File: src/rtl/alu_mult_arbiter.sv
// Round-robin arbiter and sequencer sharing one registered ALU among NREQ
// requesters: accept one operation, issue it for one cycle, wait the ALU
// latency, then hold the captured result on a valid/ready response channel.
module alu_mult_arbiter #(
  parameter int NREQ    = 4,
  parameter int ALU_LAT = 1
) (
  input  logic                 clk,
  input  logic                 rst,
  input  logic [NREQ-1:0]      req_valid,
  input  logic [2*NREQ-1:0]    req_op,
  input  logic [3*NREQ-1:0]    req_a,
  input  logic [3*NREQ-1:0]    req_b,
  output logic [NREQ-1:0]      req_ready,
  output logic                 alu_en,
  output logic                 alu_rst_n,
  output logic [1:0]           alu_op,
  output logic [2:0]           alu_a,
  output logic [2:0]           alu_b,
  input  logic [5:0]           alu_dout,
  output logic                 rsp_valid,
  input  logic                 rsp_ready,
  output logic [1:0]           rsp_id,
  output logic [5:0]           rsp_data,
  output logic [7:0]           ops_done
);

  typedef enum logic [1:0] {
    S_IDLE  = 2'd0,
    S_ISSUE = 2'd1,
    S_WAIT  = 2'd2,
    S_RESP  = 2'd3
  } state_e;

  // last_grant resets to the highest index so requester 0 wins first
  localparam logic [1:0] LAST_RST = 2'(NREQ - 1);
  localparam logic [2:0] LAT_INIT = 3'(ALU_LAT);
  localparam logic [2:0] NREQ_W   = 3'(NREQ);

  state_e      state_q, state_d;
  logic [1:0]  last_grant_q, last_grant_d;
  logic [1:0]  id_q, id_d;
  logic [1:0]  op_q, op_d;
  logic [2:0]  a_q, a_d;
  logic [2:0]  b_q, b_d;
  logic [2:0]  cnt_q, cnt_d;
  logic [1:0]  rsp_id_q, rsp_id_d;
  logic [5:0]  rsp_data_q, rsp_data_d;
  logic [7:0]  ops_q, ops_d;

  logic        win_vld_s;
  logic [1:0]  win_idx_s;
  logic [2:0]  cand_s;
  logic [3:0]  valid_pad_s;
  logic [7:0]  op_pad_s;
  logic [11:0] a_pad_s;
  logic [11:0] b_pad_s;
  logic [1:0]  win_op_s;
  logic [2:0]  win_a_s;
  logic [2:0]  win_b_s;

  // Round-robin search starting just after the last granted requester
  always_comb begin
    win_vld_s   = 1'b0;
    win_idx_s   = 2'd0;
    cand_s      = 3'd0;
    valid_pad_s = 4'(req_valid);
    for (int k = 1; k <= NREQ; k++) begin
      cand_s = {1'b0, last_grant_q} + 3'(k);
      if (cand_s >= NREQ_W) begin
        cand_s = cand_s - NREQ_W;
      end else begin
        cand_s = cand_s;
      end
      if (!win_vld_s && valid_pad_s[cand_s[1:0]]) begin
        win_vld_s = 1'b1;
        win_idx_s = cand_s[1:0];
      end else begin
        win_vld_s = win_vld_s;
      end
    end
  end

  // Pick out the winning requester's op code and operands
  always_comb begin
    op_pad_s = 8'(req_op);
    a_pad_s  = 12'(req_a);
    b_pad_s  = 12'(req_b);
    case (win_idx_s)
      2'd0: begin win_op_s = op_pad_s[1:0]; win_a_s = a_pad_s[2:0];  win_b_s = b_pad_s[2:0];  end
      2'd1: begin win_op_s = op_pad_s[3:2]; win_a_s = a_pad_s[5:3];  win_b_s = b_pad_s[5:3];  end
      2'd2: begin win_op_s = op_pad_s[5:4]; win_a_s = a_pad_s[8:6];  win_b_s = b_pad_s[8:6];  end
      2'd3: begin win_op_s = op_pad_s[7:6]; win_a_s = a_pad_s[11:9]; win_b_s = b_pad_s[11:9]; end
      default: begin win_op_s = 2'd0; win_a_s = 3'd0; win_b_s = 3'd0; end
    endcase
  end

  // State register and datapath flops; rst abandons any in-flight operation
  always_ff @(posedge clk) begin
    if (rst) begin
      state_q      <= S_IDLE;
      last_grant_q <= LAST_RST;
      id_q         <= 2'd0;
      op_q         <= 2'd0;
      a_q          <= 3'd0;
      b_q          <= 3'd0;
      cnt_q        <= 3'd0;
      rsp_id_q     <= 2'd0;
      rsp_data_q   <= 6'd0;
      ops_q        <= 8'd0;
    end else begin
      state_q      <= state_d;
      last_grant_q <= last_grant_d;
      id_q         <= id_d;
      op_q         <= op_d;
      a_q          <= a_d;
      b_q          <= b_d;
      cnt_q        <= cnt_d;
      rsp_id_q     <= rsp_id_d;
      rsp_data_q   <= rsp_data_d;
      ops_q        <= ops_d;
    end
  end

  // Next-state and next-datapath logic for the IDLE/ISSUE/WAIT/RESP sequence
  always_comb begin
    state_d      = state_q;
    last_grant_d = last_grant_q;
    id_d         = id_q;
    op_d         = op_q;
    a_d          = a_q;
    b_d          = b_q;
    cnt_d        = cnt_q;
    rsp_id_d     = rsp_id_q;
    rsp_data_d   = rsp_data_q;
    ops_d        = ops_q;
    case (state_q)
      S_IDLE: begin
        if (win_vld_s) begin
          op_d    = win_op_s;
          a_d     = win_a_s;
          b_d     = win_b_s;
          id_d    = win_idx_s;
          state_d = S_ISSUE;
        end else begin
          state_d = S_IDLE;
        end
      end
      S_ISSUE: begin
        cnt_d   = LAT_INIT;
        state_d = S_WAIT;
      end
      S_WAIT: begin
        if (cnt_q == 3'd1) begin
          rsp_data_d = alu_dout;
          rsp_id_d   = id_q;
          cnt_d      = 3'd0;
          state_d    = S_RESP;
        end else begin
          cnt_d      = cnt_q - 3'd1;
        end
      end
      S_RESP: begin
        if (rsp_ready) begin
          last_grant_d = id_q;
          ops_d        = ops_q + 8'd1;
          state_d      = S_IDLE;
        end else begin
          state_d      = S_RESP;
        end
      end
      default: begin
        state_d = S_IDLE;
      end
    endcase
  end

  // Output decode; during rst the ALU is enabled with its reset asserted
  always_comb begin
    req_ready = '0;
    alu_en    = 1'b0;
    alu_op    = 2'd0;
    alu_a     = 3'd0;
    alu_b     = 3'd0;
    rsp_valid = 1'b0;
    alu_rst_n = ~rst;
    if (rst) begin
      alu_en = 1'b1;
    end else begin
      case (state_q)
        S_IDLE: begin
          for (int i = 0; i < NREQ; i++) begin
            req_ready[i] = win_vld_s & (win_idx_s == 2'(i));
          end
        end
        S_ISSUE: begin
          alu_en = 1'b1;
          alu_op = op_q;
          alu_a  = a_q;
          alu_b  = b_q;
        end
        S_RESP: begin
          rsp_valid = 1'b1;
        end
        default: begin
          rsp_valid = 1'b0;
        end
      endcase
    end
  end

  assign rsp_id   = rsp_id_q;
  assign rsp_data = rsp_data_q;
  assign ops_done = ops_q;

endmodule

File: config.mk
export PLATFORM = sky130hd
export DESIGN_NAME = alu_mult_arbiter
export DESIGN_NICKNAME = d
export VERILOG_FILES = /design/src/rtl/alu_mult_arbiter.sv
export SDC_FILE = /design/constraint.sdc
export NUM_CORES = 1
export LEC_CHECK = 0
export ABC_AREA = 1
export BUFFER_PORTS_ARGS = -buffer_cell sky130_fd_sc_hd__buf_2
export CAP_MARGIN = 20
export CORE_AREA = 4 4 75 77
export DETAILED_ROUTE_END_ITERATION = 10
export DIE_AREA = 0 0 79 81
export PLACE_DENSITY = 0.72
export SYNTH_ARGS = -nofsm -noshare
export SYNTH_HDL_FRONTEND = slang
export SYNTH_SLANG_ARGS = --single-unit
File: constraint.sdc
create_clock -name clk -period 2.2 [get_ports clk]
set_input_delay 0.22 -clock clk [delete_from_list [all_inputs] [get_ports clk]]
set_output_delay 0.22 -clock clk [all_outputs]
set_load 0.1 [all_outputs]
==> After elaboration in Yosys (flattened, before gate mapping) <==
Cells that the tools add are included.
{ "word_totals": {"inputBits": 45, "out_inout_bits": 31, "wordCells": 94, "reg_bits": 33} }
{ "classes": {"n_bitwise": 5, "eq_ne": 8, "reduce_logical": 12, "mux": 41, "n_lt_le_gt_ge": 8, "n_addsub": 10} }
{ "op_table": {"columns": ["op", "n"], "rows": [
  ["two-way mux 2 bit", 12],
  ["one-hot mux 3 bit (4 select lines)", 2],
  ["one-hot mux 2 bit (4 select lines)", 2],
  ["two-way mux 3 bit", 5],
  ["two-way mux 1 bit", 13],
  [">= comparator 3 bit (second input constant)", 4],
  ["< comparator 2 x 3 -> 1 bit (second input constant)", 4],
  ["adder 8 x 1 -> 8 bit (second input constant)", 1],
  ["binary-select mux 1 bit (select 2 bit)", 4],
  ["== test 2 bit (second input constant)", 4],
  ["two-way mux 4 bit", 2],
  ["subtractor 2 x 1 -> 2 bit (second input constant)", 4],
  ["adder 2 x 2 -> 3 bit (second input constant)", 2],
  ["one-hot mux 3 bit (2 select lines)", 1],
  ["AND reduction 2 bit", 3],
  ["AND 1 bit", 4],
  ["== test 2 x 1 -> 1 bit (second input constant)", 2],
  ["logical NOT 2 bit", 2],
  ["adder 2 x 1 -> 3 bit (second input constant)", 1],
  ["adder 2 x 3 -> 3 bit (second input constant)", 1],
  ["== test 3 x 1 -> 1 bit (second input constant)", 1],
  ["logical AND 1 bit", 3],
  ["logical NOT 1 bit", 3],
  ["subtractor 3 x 1 -> 3 bit (second input constant)", 1],
  ["3 further kinds", 3]
]} }

==> Logic depth before layout (Yosys ltp) <==
{ "depth": {"ltp_word": 19, "mapped_depth": 18, "mapped_depth_nobuf": 15} }

==> Worst setup path after synthesis <==
No wires, ideal clock.
{ "synth_path": {"path_kind": "register to output", "startpoint": "register last_grant_q[0]", "endpoint": "output port req_ready[1]", "t_arrival_ps": 3449, "path_stages_with_launch": 14, "path_buffers": 3, "required_ps": 1980, "slack_ps": -1469, "cell_sequence": "dfxtp_1 buf_6 inv_4 buf_6 nand2_2 nand2_2 inv_2 nand2_1 nand2_2 nand3b_2 nand2_1 nor2_1 buf_4 nor3_1"} }
{ "synth_between": {"elab_chain_len": 19, "word_cells_on_any_way": 42, "classes_between": "add/sub: 8; order compare: 4; eq/ne: 1; mux: 22; bitwise: 1; reduce/logical: 6"} }
{ "synth_lines": {"columns": ["item", "line", "rtl"], "rows": [
  ["start: declaration", "41", "logic [1:0] last_grant_q, last_grant_d;"],
  ["start signal: assignment", "113", "last_grant_q <= last_grant_d;"],
  ["adder 2 x 1 -> 3 bit", "69", "cand_s = {1'b0, last_grant_q} + 3'(k);"],
  [">= comparator 3 bit or subtractor 2 x 1 -> 2 bit (tied branches)", "70, 71", null],
  ["two-way mux 2 bit", "70", "if (cand_s >= NREQ_W) begin"],
  ["binary-select mux 1 bit (select 2 bit)", "75", "if (!win_vld_s && valid_pad_s[cand_s[1:0]]) begin"],
  ["two-way mux 1 bit (implied by the code)", "75", null],
  ["two-way mux 1 bit", "75", null],
  ["logical NOT 1 bit", "75", null],
  ["logical AND 1 bit", "75", null],
  ["[3 not listed]", null, null],
  ["two-way mux 1 bit", "75", null],
  ["logical NOT 1 bit", "75", null],
  ["logical AND 1 bit", "75", null],
  ["two-way mux 2 bit", "75", null],
  ["== test 2 x 1 -> 1 bit", "193", "req_ready[i] = win_vld_s & (win_idx_s == 2'(i));"],
  ["AND 1 bit (*)", "193", null],
  ["two-way mux 4 bit (*)", "190", "case (state_q)"],
  ["two-way mux 4 bit (*)", "187", "if (rst) begin"],
  ["end: declaration", "14", "output logic [NREQ-1:0] req_ready,"]
]} }
Every way passes the cells marked *; elsewhere a longest branch is shown, timed or not. The select of a mux whose other input is x is not followed.

==> Worst setup path in the final report <==
{ "layout_path": {"startpoint": "register last_grant_q[0]", "endpoint": "output port req_ready[3]"} }
{ "layout_between": {"elab_chain_len": 19, "word_cells_on_any_way": 42, "classes_between": "add/sub: 8; order compare: 4; eq/ne: 1; mux: 22; bitwise: 1; reduce/logical: 6"} }
{ "layout_lines": {"columns": ["item", "line"], "rows": [
  ["adder 2 x 1 -> 3 bit", "69"],
  [">= comparator 3 bit or subtractor 2 x 1 -> 2 bit (tied branches)", "70, 71"],
  ["two-way mux 2 bit", "70"],
  ["binary-select mux 1 bit (select 2 bit)", "75"],
  ["two-way mux 1 bit (implied by the code)", "75"],
  ["two-way mux 1 bit", "75"],
  ["logical NOT 1 bit", "75"],
  ["logical AND 1 bit", "75"],
  ["[3 not listed]", null],
  ["two-way mux 1 bit", "75"],
  ["logical NOT 1 bit", "75"],
  ["logical AND 1 bit", "75"],
  ["two-way mux 2 bit", "75"],
  ["== test 2 bit", "193"],
  ["AND 1 bit (*)", "193"],
  ["two-way mux 4 bit (*)", "190"],
  ["two-way mux 4 bit (*)", "187"]
]} }
Marked as above.

==> flow_results.org <==
** Die
- From left edge to right edge, the die measures 79 um.
- Starting density of the core :: 0.436
- In this run the count of I/O pins placed on the die edge is 76.
- Placeable core region :: 5010 sq um
- Die height :: 81 um
- The floorplan has 26 rows.
- Total Die Area :: 6400 sq um

** STA
- For this run, the top clock speed supported by timing is 0.451 GHz.
- Final hold analysis gives a worst-case slack of 232 ps.
- Measured against its own limit, the worst slew margin works out to 0.652.
- The max-slew violation count is 0.
- Share of the clock period used by the worst path after layout :: 1.01
- Setup total negative slack :: -37.4 ps
- Setup repair after global routing could not meet its margin everywhere.
- Layout Skew :: 3.46 ps
- Hold violation total from the final report :: 0
- For the finished layout, the period the worst path requires is 2220 ps.
- Setup violations remaining at the end of the flow were counted as 4.
- In the post-route analysis, the smallest setup slack over all paths is -17.7 ps.
- For the pin with the worst max-slew slack, the measured transition is 520 ps.

** Setup path
- Crit path max-delay family :: simple AND/OR/NAND/NOR gates
- STA classifies the critical path endpoint as an output port.
- The critical path goes through buf_6 > nand2_2 > nand2_2 > nand2_2 > nand2_2 > nor2_4 > nand4_4 > nand2_4 > inv_4 > nor3_4 > buf_12.
- Slowest cell on the critical path :: dfxtp_4
- Total stage count of the critical path :: 11
- Of all nets on the critical path, the largest fanout is 5.
- STA puts the critical path data arrival time at 2000 ps.
- The critical path in this run is classified as register to output port.
- The number of buffers and inverters on the critical path is 3.
- Most frequent cell on the critical path :: nand2_2
- Kind of launch point of the worst setup path :: register
- Worst-case reg-to-reg path depth :: 16
- Required time of the critical path :: 1980 ps
- Worst path max stage delay :: 380 ps

** Place
- Estimated wirelength of the detail-placed design :: 4070 um
- Port buffering added 75 buffers.
- Final weighted congestion in routability-driven placement :: 0.850
- Post-place instance area :: 2790 sq um

** Route
- Remaining number of nets flagged by the antenna check after routing :: 0
- The detailed router placed 2,335 vias in this run.
- After detailed routing, the total wire length is 5610 um.
- DRC violation count after routing :: 0
- In the routed layout, each cell is associated on average with a via count of 4.70.
- Number of violations reported at the end of detailed-routing iteration 0 :: 152
- Average detailed-routed wire length per instance :: 11.3 um
- Before antenna repair, the detailed router went through 4 iterations.

** Pwr
- Power per cell area :: 1060 nW/um^2
- The worst-case IR drop observed on VDD is 604 uV.
- Leakage power :: 1.58 nW

** Yosys
- Leading area contributor after synthesis :: dfxtp_1
- Among all cell types in the netlist, the one instantiated most often is nand2_1.
- In this run the cell area of the synthesized design comes to 2190 sq um.
- Main synth FF type :: dfxtp_1
- Post-synthesis share of cell area spent on full adders, half adders and majority gates :: 0.0401
- The cell count after synthesis came out at 332.
- Of the total synthesized cell area, the portion taken by AND, OR, NAND and NOR gates is 0.406.
- Xor and xnor area share after synthesis :: 0.00401
- Leading post-synthesis cells by instance count :: nand2_1 (70), inv_1 (49), nand3_1 (39)
- Of the synthesized area, sequential elements account for 0.302.
- The portion of synthesized area spent on multiplexers is 0.
- After synthesis the netlist holds a flip-flop and latch count of 33.
- Dominant cells by area after synthesis :: dfxtp_1 (30%), nand2_1 (12%), nand3_1 (8.9%)
- The number of nets handed over by synthesis was 384.
- The compound-cell area share of the yosys netlist came to 0.107.
- Averaged over all synthesized cells, the footprint is 6.58 sq um.
- Counting flops with an async set or reset pin after synthesis yields a share of 0.
- Counting distinct cell types in the post-synthesis netlist gives 35.
- The Yosys step of the flow raised 0 warnings.
- Combinational family with the most area after synthesis :: simple AND/OR/NAND/NOR gates
- Number of synthesized flops with an enable pin :: 0
- Fraction of post-synthesis cell area in the top cell type by area :: 0.302

** Clocking
- The clock reaches the later pin of the worst-skew pair after 270 ps.
- Maximum clock insertion buffer count :: 2
- Clock-pin slew was measured on the worst setup and hold paths at 70 ps.
- Clock tree synthesis selected as its root buffer the cell clkbuf_8.
- Cts hold-fix bufs :: 0
- CTS H-Tree Depth :: 2
- TritonCTS built the clock tree.
- TritonCTS Buffers :: 5
- Counting every sink on the clock net gives 33.

** Layout
- Core occupancy in the finished layout :: 0.620
- # diodes :: 0
- The net count of the finished layout is 478.
- Fraction of layout instances using a drive strength above 1 :: 0.403
- Layout Cell Area excl Fill :: 3100 sq um
- The area growth from synthesis to layout is 42.0%.

** Flow run
- Across the run, the number of max-cap violations was 0.

** Global route
- The via count of the first global-routing pass came to 2,317.
- Tot GR Track Use :: 0.182
- Maximum number of pins on one net before global-route repair :: 26
- Initial antenna violation count :: 0
- Overflow left after global routing :: 0
- The first global-routing pass estimated 9530 um of wire.

** Hold path
- The worst hold path belongs to the class input port to register.
- Worst hold path stage count :: 3

** Status
- The final reports fail on setup timing.
- Run status :: finished with violations
worst paths after layout:
kind	endpoint	startpoint	slack (ps)
worst max-delay path	req_ready[3]	last_grant_q[0]	-20
worst min-delay path	rsp_data[2]	alu_dout[2]	230
worst max register to register	a_q[2]	last_grant_q[0]	120
worst min register to register	rsp_data[2]	rsp_data[2]	440
through the flow:
stage          worst slack, ps  instances  power (mW)
3_3_place_gp              5.34        474        2.65
6_report                 -17.7        497        3.28
2_1_floorplan             -202        332        2.28
4_1_cts                  -71.8        495        3.20
3_5_place_dp             -53.2        474        2.68
5_1_grt                   -159        497        3.53
final cells by class:
| type | count | area [sq um] |
|---|---|---|
| clock buffers | 6 | 72.6 |
| well taps | 70 | 87.6 |
| flip-flops and latches | 33 | 666 |
| multi-input cells | 232 | 1390 |
| clock inverters | 2 | 10.0 |
| inverters | 54 | 215 |
| fillers | 484 | 1910 |
| repair buffers | 100 | 666 |
power breakdown:
part | total [mW] | switching (mW) | internal (mW)
Clock | 0.427 | 0.208 | 0.219
Sequential | 0.858 | 0.102 | 0.756
Combinational | 2.00 | 1.33 | 0.663
placed cells by master (no fill, tap or decap), types with 2 or more instances in the layout:
master,instances
nor3b_1,2
clkinv_2,2
o211ai_1,2
and3_1,2
nand2_2,21
a21oi_1,17
buf_12,5
o21ai_0,19
o21ai_1,2
ha_1,7
buf_2,71
clkbuf_8,5
nand4_1,4
nand3_1,34
nor2_2,11
inv_1,47
nor2_1,13
inv_4,2
nor2_4,7
inv_2,3
buf_6,8
nand4_4,2
nand2_4,4
nand2_1,64
nor3_1,4
nor3_4,4
nand3_2,5
buf_4,16
dfxtp_1,31
logic make-up after synthesis:
logic type / after synthesis
xor gates and xnor gates: 1
buffers and inverters: 68
and+or+nand+nor: 179
DFF: 33
AOI/OAI and AO/OA: 44
adders and majority gates: 7
routing by layer:
metal  wire [um]  GRT usage
met3         261     0.0355
met5           0          0
met2        2730      0.325
met4         112     0.0687
met1        2510      0.215
flip-flops by register name (all words and copies together), names as in the netlist:
signal	cells
rsp_data	6
rsp_id	2
op_q	2
b_q	3
id_q	2
a_q	3
cnt_q	3
state_q	2
ops_done	8
last_grant_q	2
worst reg2reg max path, delay by kind of cell, from the launching register on:
kind	cells	cell delay [ps]
buffers and inverters	4	560
flip-flops	1	380
AND/OR/NAND/NOR	12	1030
repair_timing:
action	CTS	global route
gates cloned	0	1
pin swaps	15	3
gates resized for setup	21	15
setup buffers	14	1
setup endpoints to repair	4	12
Power figures use the tool's default switching activity.
